==> config.mk <==
export PLATFORM = sky130hd
export DESIGN_NAME = vram_writer_flat
export DESIGN_NICKNAME = d
export VERILOG_FILES = /design/src/rtl/vram_writer_if.sv /design/src/rtl/vram_writer.sv /design/src/flat_wrapper.sv
export SDC_FILE = /design/constraint.sdc
export NUM_CORES = 1
export LEC_CHECK = 0
export ABC_AREA = 0
export CORE_MARGIN = 8
export CORE_UTILIZATION = 50
export CTS_BUF_LIST = sky130_fd_sc_hd__clkbuf_8 sky130_fd_sc_hd__clkbuf_16
export CTS_CLUSTER_DIAMETER = 60
export CTS_CLUSTER_SIZE = 25
export DETAILED_ROUTE_END_ITERATION = 10
export PLACE_DENSITY = 0.71
export SLEW_MARGIN = 5
export SYNTH_ARGS = -nofsm -noshare
export SYNTH_HDL_FRONTEND = slang
export SYNTH_SLANG_ARGS = --single-unit
==> constraint.sdc <==
create_clock -name Clk -period 2.85 [get_ports Clk]
set_clock_uncertainty 0.2 [all_clocks]
set_input_delay 0.57 -clock Clk [delete_from_list [all_inputs] [get_ports Clk]]
set_output_delay 0.57 -clock Clk [all_outputs]
set_load 0.03 [all_outputs]
==> src/rtl/vram_writer_if.sv <==
// Pixel-stream writer bus: producer handshake, clear control and VRAM write port.
// The master side is the pixel producer / VRAM model, the slave side is vram_writer.
interface vram_writer_if #(
    parameter int WORD_W = 8,
    parameter int ADDR_W = 16
);
    logic              PixValid;
    logic              PixReady;
    logic              PixData;
    logic              PixSof;
    logic              ClearReq;
    logic              ClearVal;
    logic              Busy;
    logic              WrEn;
    logic [ADDR_W-1:0] WrAddr;
    logic [WORD_W-1:0] WrData;
    logic              FrameDone;

    modport master (
        output PixValid, PixData, PixSof, ClearReq, ClearVal,
        input  PixReady, Busy, WrEn, WrAddr, WrData, FrameDone
    );

    modport slave (
        input  PixValid, PixData, PixSof, ClearReq, ClearVal,
        output PixReady, Busy, WrEn, WrAddr, WrData, FrameDone
    );
endinterface

==> src/rtl/vram_writer.sv <==
// vram_writer: packs a raster-order 1bpp pixel stream into VRAM words and
// writes them with linear word addresses. Optional frame clear engine is
// built when VRAM_WRITER_CLEAR_EN is defined; without it ClearReq/ClearVal
// are ignored and Busy is tied low.
//
// state    | meaning
// ---------+--------------------------------------------------------------
// ST_RUN   | accepting pixels, one word write per completed word
// ST_CLEAR | filling every word with the latched clear value, one per cycle
module vram_writer #(
    parameter int H_ACTIVE = 640,
    parameter int V_ACTIVE = 480,
    parameter int WORD_W   = 8,
    parameter int ADDR_W   = 16
) (
    input  logic           Clk,
    input  logic           Rst_n,
    vram_writer_if.slave   bus
);

    localparam int N_WORDS = H_ACTIVE * V_ACTIVE / WORD_W;
    localparam int COLS    = H_ACTIVE / WORD_W;
    localparam int BIT_W   = (WORD_W > 1)   ? $clog2(WORD_W)   : 1;
    localparam int COL_W   = (COLS > 1)     ? $clog2(COLS)     : 1;
    localparam int Y_W     = (V_ACTIVE > 1) ? $clog2(V_ACTIVE) : 1;

    localparam logic [BIT_W-1:0]  LAST_BIT  = BIT_W'(WORD_W - 1);
    localparam logic [COL_W-1:0]  LAST_COL  = COL_W'(COLS - 1);
    localparam logic [Y_W-1:0]    LAST_Y    = Y_W'(V_ACTIVE - 1);
    localparam logic [ADDR_W-1:0] LAST_WORD = ADDR_W'(N_WORDS - 1);

    typedef enum logic {
        ST_RUN   = 1'b0,
        ST_CLEAR = 1'b1
    } state_t;

    state_t              r_state;
    state_t              w_next_state;

    logic                r_pix_ready;
    logic                r_wr_en;
    logic [ADDR_W-1:0]   r_wr_addr;
    logic [WORD_W-1:0]   r_wr_data;
    logic                r_frame_done;

    // Pixel position: bit within word, word within row, row; plus linear word counter.
    logic [BIT_W-1:0]    r_bit;
    logic [COL_W-1:0]    r_col;
    logic [Y_W-1:0]      r_y;
    logic [ADDR_W-1:0]   r_word_cnt;
    logic [WORD_W-1:0]   r_shift;

    logic                w_clear_start;
    logic                w_fill_wr;
    logic [ADDR_W-1:0]   w_fill_addr;
    logic                w_fill_val;

    logic                w_accept;
    logic [BIT_W-1:0]    w_bit;
    logic [COL_W-1:0]    w_col;
    logic [Y_W-1:0]      w_y;
    logic [ADDR_W-1:0]   w_word;
    logic [WORD_W-1:0]   w_shift;
    logic                w_word_done;
    logic                w_row_end;
    logic                w_frame_end;

`ifdef VRAM_WRITER_CLEAR_EN
    logic                r_busy;
    logic                r_clear_val;
    logic [ADDR_W-1:0]   r_fill_addr;
`else
    logic                w_unused_clear;
    assign w_unused_clear = bus.ClearReq ^ bus.ClearVal;
`endif

    // State register.
    always_ff @(posedge Clk or negedge Rst_n) begin
        if (!Rst_n) begin
            r_state <= ST_RUN;
        end else begin
            r_state <= w_next_state;
        end
    end

    // Next-state and clear-fill control.
    always_comb begin
        w_next_state  = r_state;
        w_clear_start = 1'b0;
        w_fill_wr     = 1'b0;
        w_fill_addr   = '0;
        w_fill_val    = 1'b0;
        case (r_state)
            ST_RUN: begin
`ifdef VRAM_WRITER_CLEAR_EN
                // The first fill write goes out together with the transition,
                // so the clear occupies exactly N_WORDS output cycles.
                if (bus.ClearReq) begin
                    w_clear_start = 1'b1;
                    w_fill_wr     = 1'b1;
                    w_fill_val    = bus.ClearVal;
                    w_next_state  = (N_WORDS > 1) ? ST_CLEAR : ST_RUN;
                end
`endif
            end
            ST_CLEAR: begin
`ifdef VRAM_WRITER_CLEAR_EN
                w_fill_wr   = 1'b1;
                w_fill_addr = r_fill_addr;
                w_fill_val  = r_clear_val;
                if (r_fill_addr == LAST_WORD) begin
                    w_next_state = ST_RUN;
                end
`else
                w_next_state = ST_RUN;
`endif
            end
            default: w_next_state = ST_RUN;
        endcase
    end

    // Pixel placement: a SOF pixel restarts at (0,0) and drops any partial word.
    always_comb begin
        w_accept = bus.PixValid && r_pix_ready;
        w_bit    = bus.PixSof ? '0 : r_bit;
        w_col    = bus.PixSof ? '0 : r_col;
        w_y      = bus.PixSof ? '0 : r_y;
        w_word   = bus.PixSof ? '0 : r_word_cnt;
        w_shift  = bus.PixSof ? '0 : r_shift;
        w_shift[w_bit] = bus.PixData;
        w_row_end   = (w_col == LAST_COL);
        w_frame_end = w_row_end && (w_y == LAST_Y);
        w_word_done = w_accept && !w_clear_start && (w_bit == LAST_BIT);
    end

    // Pixel counters and shift register; a clear start resets the raster position.
    always_ff @(posedge Clk or negedge Rst_n) begin
        if (!Rst_n) begin
            r_bit      <= '0;
            r_col      <= '0;
            r_y        <= '0;
            r_word_cnt <= '0;
            r_shift    <= '0;
        end else if (w_clear_start) begin
            r_bit      <= '0;
            r_col      <= '0;
            r_y        <= '0;
            r_word_cnt <= '0;
            r_shift    <= '0;
        end else if (w_accept) begin
            r_shift <= w_shift;
            if (w_bit == LAST_BIT) begin
                r_bit      <= '0;
                r_word_cnt <= w_frame_end ? '0 : (w_word + ADDR_W'(1));
                if (w_row_end) begin
                    r_col <= '0;
                    r_y   <= (w_y == LAST_Y) ? '0 : (w_y + Y_W'(1));
                end else begin
                    r_col <= w_col + COL_W'(1);
                    r_y   <= w_y;
                end
            end else begin
                r_bit      <= w_bit + BIT_W'(1);
                r_col      <= w_col;
                r_y        <= w_y;
                r_word_cnt <= w_word;
            end
        end
    end

    // Registered write port, handshake ready and frame pulse.
    always_ff @(posedge Clk or negedge Rst_n) begin
        if (!Rst_n) begin
            r_pix_ready  <= 1'b0;
            r_wr_en      <= 1'b0;
            r_wr_addr    <= '0;
            r_wr_data    <= '0;
            r_frame_done <= 1'b0;
        end else begin
            // Ready stays low through the last fill write so it never overlaps Busy.
            r_pix_ready  <= (w_next_state == ST_RUN) && !w_fill_wr;
            r_wr_en      <= w_fill_wr || w_word_done;
            r_frame_done <= w_word_done && w_frame_end;
            if (w_fill_wr) begin
                r_wr_addr <= w_fill_addr;
                r_wr_data <= {WORD_W{w_fill_val}};
            end else if (w_word_done) begin
                r_wr_addr <= w_word;
                r_wr_data <= w_shift;
            end
        end
    end

`ifdef VRAM_WRITER_CLEAR_EN
    // Clear engine: fill address counter, latched fill value and Busy flag.
    always_ff @(posedge Clk or negedge Rst_n) begin
        if (!Rst_n) begin
            r_busy      <= 1'b0;
            r_clear_val <= 1'b0;
            r_fill_addr <= '0;
        end else begin
            r_busy <= w_fill_wr;
            if (w_clear_start) begin
                r_clear_val <= bus.ClearVal;
            end
            if (w_fill_wr) begin
                r_fill_addr <= w_fill_addr + ADDR_W'(1);
            end
        end
    end

    assign bus.Busy = r_busy;
`else
    assign bus.Busy = 1'b0;
`endif

    assign bus.PixReady  = r_pix_ready;
    assign bus.WrEn      = r_wr_en;
    assign bus.WrAddr    = r_wr_addr;
    assign bus.WrData    = r_wr_data;
    assign bus.FrameDone = r_frame_done;

endmodule

==> src/flat_wrapper.sv <==
// flat-port wrapper written by rule: the top's interface ports become plain ports
module vram_writer_flat 
#(
    parameter int H_ACTIVE = 640,
    parameter int V_ACTIVE = 480,
    parameter int WORD_W   = 8,
    parameter int ADDR_W   = 16
)
  (Clk, Rst_n, bus_PixValid, bus_PixData, bus_PixSof, bus_ClearReq, bus_ClearVal, bus_PixReady, bus_Busy, bus_WrEn, bus_WrAddr, bus_WrData, bus_FrameDone);
  vram_writer_if #(.WORD_W(WORD_W), .ADDR_W(ADDR_W)) bus_i ();
  input  logic Clk;
  input  logic Rst_n;
  input wire logic [$bits(bus_i.PixValid)-1:0] bus_PixValid;
  input wire logic [$bits(bus_i.PixData)-1:0] bus_PixData;
  input wire logic [$bits(bus_i.PixSof)-1:0] bus_PixSof;
  input wire logic [$bits(bus_i.ClearReq)-1:0] bus_ClearReq;
  input wire logic [$bits(bus_i.ClearVal)-1:0] bus_ClearVal;
  output wire logic [$bits(bus_i.PixReady)-1:0] bus_PixReady;
  output wire logic [$bits(bus_i.Busy)-1:0] bus_Busy;
  output wire logic [$bits(bus_i.WrEn)-1:0] bus_WrEn;
  output wire logic [$bits(bus_i.WrAddr)-1:0] bus_WrAddr;
  output wire logic [$bits(bus_i.WrData)-1:0] bus_WrData;
  output wire logic [$bits(bus_i.FrameDone)-1:0] bus_FrameDone;
  assign bus_i.PixValid = bus_PixValid;
  assign bus_i.PixData = bus_PixData;
  assign bus_i.PixSof = bus_PixSof;
  assign bus_i.ClearReq = bus_ClearReq;
  assign bus_i.ClearVal = bus_ClearVal;
  assign bus_PixReady = bus_i.PixReady;
  assign bus_Busy = bus_i.Busy;
  assign bus_WrEn = bus_i.WrEn;
  assign bus_WrAddr = bus_i.WrAddr;
  assign bus_WrData = bus_i.WrData;
  assign bus_FrameDone = bus_i.FrameDone;
  vram_writer #(.H_ACTIVE(H_ACTIVE), .V_ACTIVE(V_ACTIVE), .WORD_W(WORD_W), .ADDR_W(ADDR_W)) u_core (.Clk(Clk), .Rst_n(Rst_n), .bus(bus_i));
endmodule
==> results.py, run 1 <==
metrics = {
    "detailed_routing": {
        "drt_first_iter_violations": 189,
        "via_per_inst": 5.403,
        "ant_nets": 0,
        "dr.pass1.iters": 4,
        "wire_per_inst_um": 14.33,
        "vias": 2912,
        "drc": 0,
        "wl_um": 7723,
    },
    "floorplanning": {
        "die_h_um": 99.65,
        "dieArea_um2": 9929,
        "core_um2": 6794,
        "ioPinCount": 35,
        "start_util_pct": 51.49,
        "rows": 30,
        "chipWidth_um": 99.65,
    },
    "synth": {
        "synth.net_count": 396,
        "syn_area_per_cell_um2": 9.063,
        "ys_seq_area_share_pct": 50.07,
        "synth_top_area_share_pct": 50.07,
        "synth_edf_count": 0,
        "yosys-top-cells-count": "nand2_1 (89), dfrtp_1 (70), o21ai_0 (36)",
        "synth_area_leaders": "dfrtp_1 (50%), nand2_1 (9.5%), o21ai_0 (5.2%), nand3_1 (3.4%), nand2b_1 (3.0%)",
        "yosysMostFrequentCell": "nand2_1",
        "netlist_area_um2": 3498,
        "synthCells": 386,
        "ys.flop_type": "dfrtp_1",
        "yosys_warnings": 0,
        "synth-async-reset-ratio_pct": 100.0,
        "yosysTopAreaCell": "dfrtp_1",
        "synth.distinct_cells": 51,
        "ys_ff_latch": 70,
    },
    "power_and_ir_drop": {
        "power_density_nw_per_um2": 493.4,
        "max-vdd-ir-drop_v": 0.0002517,
        "power_leakage_nw": 1.914,
    },
    "final_layout": {
        "layout.cells.non_filler": 539,
        "post-route-util_pct": 64.16,
        "drive_above_1_share_pct": 13.77,
        "fillers": 572,
        "multi_input_area_um2": 1650,
        "syn_to_final_growth_pct": 24.61,
        "final-seq-area_um2": 1752,
        "final_nets": 449,
        "antenna_cells": 0,
    },
    "clocking": {
        "cts_max_path_buffers": 2,
        "ctsHoldBuffers": 0,
        "cts_sinks": 70,
        "cts-root-buf": "clkbuf_8",
        "cts_tree": "done",
        "numCtsBuffers": 9,
        "htree_levels": 3,
        "clkLatencyLatePin_ns": 0.35,
        "clkTransAtPathRegs_ns": 0.07,
    },
    "timing": {
        "fin_setup_tns_ns": 0,
        "rsz0062_at_grt": "no",
        "finalHoldViolations": 0,
        "finalCritPeriodShare_pct": 96.27,
        "finalSetupViolCount": 0,
        "layout_min_cycle_time_ns": 2.744,
        "slew_headroom_pct": 59.18,
        "slew_violations": 0,
        "worst_slew_pin_slew_ns": 0.6123,
        "max_freq_mhz": 364.5,
    },
    "worst_setup_path": {
        "crit_type": "in2reg",
        "crit_required_ns": 2.89,
        "cp.arrival_ns": 2.78,
        "crit_path_max_fanout": 9,
        "cp-start-kind": "primary input",
        "endpoint_kind": "flop",
    },
    "grt": {
        "grt_pass1_wl_um": 13490,
        "antenna_found_initial": 0,
        "use_met1_pct": 20.92,
        "gr-total-overflow": 0,
        "use_met2_pct": 26.96,
        "grt_pass1_vias": 2853,
        "grt_busiest_layer": "met2",
        "grt_max_degree": 40,
        "track_usage_pct": 16.87,
        "met3_usage_pct": 4.888,
    },
    "min_path": {
        "worstHoldPathType": "in2async",
    },
    "placement": {
        "port_buffers": 31,
        "hpwlAfterDp_um": 5447,
        "globalplace.congestion": 0.8261,
        "placedCellCount": 524,
    },
    "status": {
        "status": "finished clean",
    },
    "flow_run": {
        "maxCapViolations": 0,
    },
}
-- cells by family (layout without fill, tap and decap cells) --
kind of cell             Yosys count  in the layout  share of synthesized area (%)
adder cells (fa/ha/maj)            3              3                          1.073
flip-flops                        70             70                          50.07
XOR/XNOR                           2              2                         0.5008
other                              2              2                         0.2147
AND/OR/NAND/NOR                  194            194                          27.40
buffers and inverters             26             83                          2.933
multiplexers                      16             16                          4.793
AO/OA/AOI/OAI                     73             73                          13.02
-- placed cells by master (no fill, tap or decap), drive strengths merged, types with 2 or more instances in the layout --
| cell | count |
|---|---|
| nand2 | 89 |
| ha | 3 |
| nand2b | 17 |
| nor2 | 16 |
| nand3 | 24 |
| nor3 | 5 |
| clkbuf | 10 |
| nand3b | 3 |
| xnor2 | 2 |
| conb | 2 |
| buf | 36 |
| mux2i | 10 |
| nand4 | 5 |
| clkinv | 2 |
| and3 | 2 |
| nor4 | 4 |
| and2 | 3 |
| nor3b | 2 |
| a22o | 2 |
| a32o | 2 |
| or4 | 4 |
| nor2b | 7 |
| nand4b | 3 |
| inv | 2 |
| a31oi | 3 |
| mux2 | 6 |
| bufinv | 3 |
| dfrtp | 70 |
| or3 | 4 |
| a21o | 4 |
| a21oi | 8 |
| o21ai | 37 |
| clkdlybuf4s50 | 30 |
| o311ai | 6 |
| o31ai | 5 |
-- area by class of cell --
| class | count | area share [%] |
|---|---|---|
| timing repair buffer | 66 | 13.61 |
| sequential | 70 | 40.18 |
| tap | 96 | 2.755 |
| clock buffer | 10 | 3.157 |
| clock inverter | 5 | 2.268 |
| multi-input combinational | 290 | 37.86 |
| inverter | 2 | 0.1722 |
-- report_power, final --
group          leakage, nW  internal, mW  total [mW]  switching, mW
clock network        0.124         0.596       0.966          0.370
registers            0.970          1.01        1.02         0.0122
logic                0.821        0.0625       0.164          0.101
-- worst max-delay path, cell delays in order --
cell             delay, ns
clkdlybuf4s50_1       0.51
nor2b_1               0.07
ha_1                  0.20
ha_1                  0.21
buf_4                 0.17
and3b_1               0.21
and3_1                0.21
nand3_1               0.09
mux2_2                0.33
a22o_1                0.20
-- sequential cells by signal (all words and copies together), names as in the netlist, 3 cells and up --
| signal | count |
|---|---|
| u_core.bus.WrAddr | 16 |
| u_core.r_word_cnt | 16 |
| u_core.r_y | 9 |
| u_core.bus.WrData | 8 |
| u_core.r_shift | 8 |
| u_core.r_col | 7 |
| u_core.r_bit | 3 |
-- repair_timing --
item	CTS	global route
buffers inserted	0	0
endpoints found under the setup margin	0	1
resized for setup	0	1
-- per-layer routing --
layer	routed length, um	vias to the layer above
met3	425	11
met1	3587	1370
li1	-	1460
met5	0	-
met4	121	0
met2	3588	71
-- stage by stage --
step           worst slack [ns]  instance area [um^2]  hold slack [ns]  power (mW)
2_1_floorplan          -0.02263                  3512          0.07441       1.135
3_3_place_gp            -0.2232                  4123           0.2575       1.203
3_5_place_dp            -0.2593                  4123           0.2584       1.206
4_1_cts                  0.1074                  4359          0.04182       2.172
5_1_grt                0.004395                  4359          0.07135       2.233
6_report                 0.1064                  4359          0.02717       2.151
-- final timing paths --
path | startpoint | to | cells past startpoint | slack (ns)
setup / recovery | bus_PixSof | u_core.r_col[6] | 10 | 0.11
hold / removal | Rst_n | u_core.bus.WrData[5] | 1 | 0.03
setup reg to reg | u_core.r_bit[0] | u_core.r_col[6] | 9 | 0.40
hold reg to reg | u_core.r_col[0] | u_core.r_col[0] | 2 | 0.27
max in group asynchronous | Rst_n | u_core.bus.WrAddr[1] | 2 | 1.77
min in group Clk | u_core.r_col[0] | u_core.r_col[0] | 2 | 0.27
Note: power is estimated with default switching activity, not from simulation.
==> run 2, diff against run 1 <==
--- a/config.mk
+++ b/config.mk
@@ -6,13 +6,15 @@
 export NUM_CORES = 1
 export LEC_CHECK = 0
 export ABC_AREA = 0
+export CELL_PAD_IN_SITES_DETAIL_PLACEMENT = 0
+export CELL_PAD_IN_SITES_GLOBAL_PLACEMENT = 1
 export CORE_MARGIN = 8
-export CORE_UTILIZATION = 50
+export CORE_UTILIZATION = 43
 export CTS_BUF_LIST = sky130_fd_sc_hd__clkbuf_8 sky130_fd_sc_hd__clkbuf_16
 export CTS_CLUSTER_DIAMETER = 60
 export CTS_CLUSTER_SIZE = 25
 export DETAILED_ROUTE_END_ITERATION = 10
-export PLACE_DENSITY = 0.71
+export PLACE_DENSITY_LB_ADDON = 0.1
 export SLEW_MARGIN = 5
 export SYNTH_ARGS = -nofsm -noshare
 export SYNTH_HDL_FRONTEND = slang
==> results.py, run 2 (same netlist as run 1, synthesis figures left out) <==
metrics = {
    "placement": {
        "hpwlAfterDp_um": 5482,
        "placedCellCount": 531,
        "dp_slack_ns": -0.3337,
        "port_buffers": 31,
        "globalplace.congestion": 0.7750,
        "place_area_um2": 4119,
    },
    "power_and_ir_drop": {
        "power_density_nw_per_um2": 495.4,
        "max-vdd-ir-drop_v": 0.0003171,
        "power_mw": 2.180,
        "power_leakage_nw": 1.932,
    },
    "final_layout": {
        "antenna_cells": 0,
        "post-route-util_pct": 54.65,
        "layout_common_cells": "nand2_1 (89), dfrtp_1 (70), o21ai_0 (36)",
        "final_common_cell": "nand2_1",
        "syn_to_final_growth_pct": 25.79,
        "postLayoutCellArea_um2": 4400,
        "final_nets": 447,
        "drive_above_1_share_pct": 14.71,
        "layout.cells.non_filler": 547,
    },
    "worst_setup_path": {
        "cp-start-kind": "primary input",
        "cp_common_cell": "nand3_1",
        "endpoint_kind": "flop",
        "path_cells": "dlymetal6s2s_1 -> nor2b_2 -> ha_2 -> ha_4 -> nand4b_1 -> nor4_4 -> nand3_1 -> or4_1 -> nand3_1",
        "crit_required_ns": 2.93,
        "slowest_delay_ns": 0.40,
        "cp.arrival_ns": 2.52,
        "crit_path_max_fanout": 8,
        "critical-path-top-delay-family": "simple AND/OR/NAND/NOR gates",
        "path_buf_inv": 1,
        "crit_type": "in2reg",
        "crit_path_top_delay_cell": "or4_1",
    },
    "grt": {
        "grt_pass1_wl_um": 13400,
        "use_met2_pct": 21.54,
        "met3_usage_pct": 4.235,
        "grt_busiest_layer": "met2",
        "grt_max_degree": 48,
        "use_met1_pct": 20.14,
        "gr-total-overflow": 0,
        "antenna_found_initial": 0,
        "track_usage_pct": 14.59,
        "grt_pass1_vias": 2663,
    },
    "timing": {
        "setup_slack_ns": 0.4110,
        "slew_violations": 0,
        "rsz0062_at_grt": "no",
        "max_freq_mhz": 410.0,
        "finalHoldViolations": 0,
        "finalCritPeriodShare_pct": 85.58,
        "worst_slew_pin_slew_ns": 0.5693,
        "fin_setup_tns_ns": 0,
        "slew_headroom_pct": 62.04,
        "layout_min_cycle_time_ns": 2.439,
        "whs_ns": 0.01449,
        "finalSetupViolCount": 0,
    },
    "clocking": {
        "cts_tree": "done",
        "cts-root-buf": "clkbuf_8",
        "ctsHoldBuffers": 0,
        "numCtsBuffers": 9,
        "cts_max_path_buffers": 2,
        "cts_sinks": 70,
        "post_cts_buffers": 0,
        "clkLatencyLatePin_ns": 0.34,
        "htree_levels": 3,
        "clkTransAtPathRegs_ns": 0.08,
        "cts_resized": 0,
    },
    "floorplanning": {
        "dieArea_um2": 11280,
        "chipWidth_um": 106.2,
        "ioPinCount": 35,
        "rows": 33,
        "core_um2": 8051,
        "die_h_um": 106.2,
        "start_util_pct": 43.45,
    },
    "min_path": {
        "worstHoldPathType": "in2async",
    },
    "detailed_routing": {
        "vias": 2885,
        "drt_first_iter_violations": 130,
        "drc": 0,
        "dr.pass1.iters": 5,
        "wl_um": 7881,
        "via_per_inst": 5.274,
        "wire_per_inst_um": 14.41,
        "ant_nets": 0,
    },
    "flow_run": {
        "maxCapViolations": 0,
    },
    "status": {
        "status": "finished clean",
    },
}
[run 2: worst paths after layout]
check	startpoint	depth (start not counted)	to	slack [ns]
worst max register to register	u_core.r_bit[0]	8	u_core.r_word_cnt[14]	0.44
worst max-delay path	bus_PixSof	9	u_core.r_word_cnt[14]	0.41
min in group Clk	u_core.r_shift[4]	2	u_core.r_shift[4]	0.28
worst min register to register	u_core.r_shift[4]	2	u_core.r_shift[4]	0.28
max in group asynchronous	Rst_n	2	u_core.r_y[7]	1.78
worst min-delay path	Rst_n	1	u_core.bus.WrData[3]	0.01
[run 2: area by class of cell]
| class | instances | area [um^2] |
|---|---|---|
| Clock buffer | 10 | 137.6 |
| Clock inverter | 6 | 110.1 |
| Fill cell | 753 | 3651 |
| Inverter | 2 | 7.507 |
| Multi-Input combinational cell | 290 | 1682 |
| Sequential cell | 70 | 1752 |
| Tap cell | 105 | 131.4 |
| Timing Repair Buffer | 64 | 580.6 |
[run 2: power by group]
group	total, mW	internal, mW	switching [mW]	leakage, nW
Combinational	0.173	0.0645	0.108	0.838
Sequential	1.02	1.01	0.00866	0.970
Clock	0.990	0.604	0.386	0.124
Total	2.18	1.68	0.503	1.93
[run 2: routing by layer]
layer	vias to the layer above	share of wire [%]
met3	7	4.5
met2	46	45
met4	0	1.0
met5	-	0
met1	1374	49
li1	1458	-
==> run 3, diff against run 2 <==
--- a/config.mk
+++ b/config.mk
@@ -6,6 +6,7 @@
 export NUM_CORES = 1
 export LEC_CHECK = 0
 export ABC_AREA = 0
+export CAP_MARGIN = 40
 export CELL_PAD_IN_SITES_DETAIL_PLACEMENT = 0
 export CELL_PAD_IN_SITES_GLOBAL_PLACEMENT = 1
 export CORE_MARGIN = 8
==> results of run 3 <==
The final DEF is identical to that of run 2; final timing and power are the same.
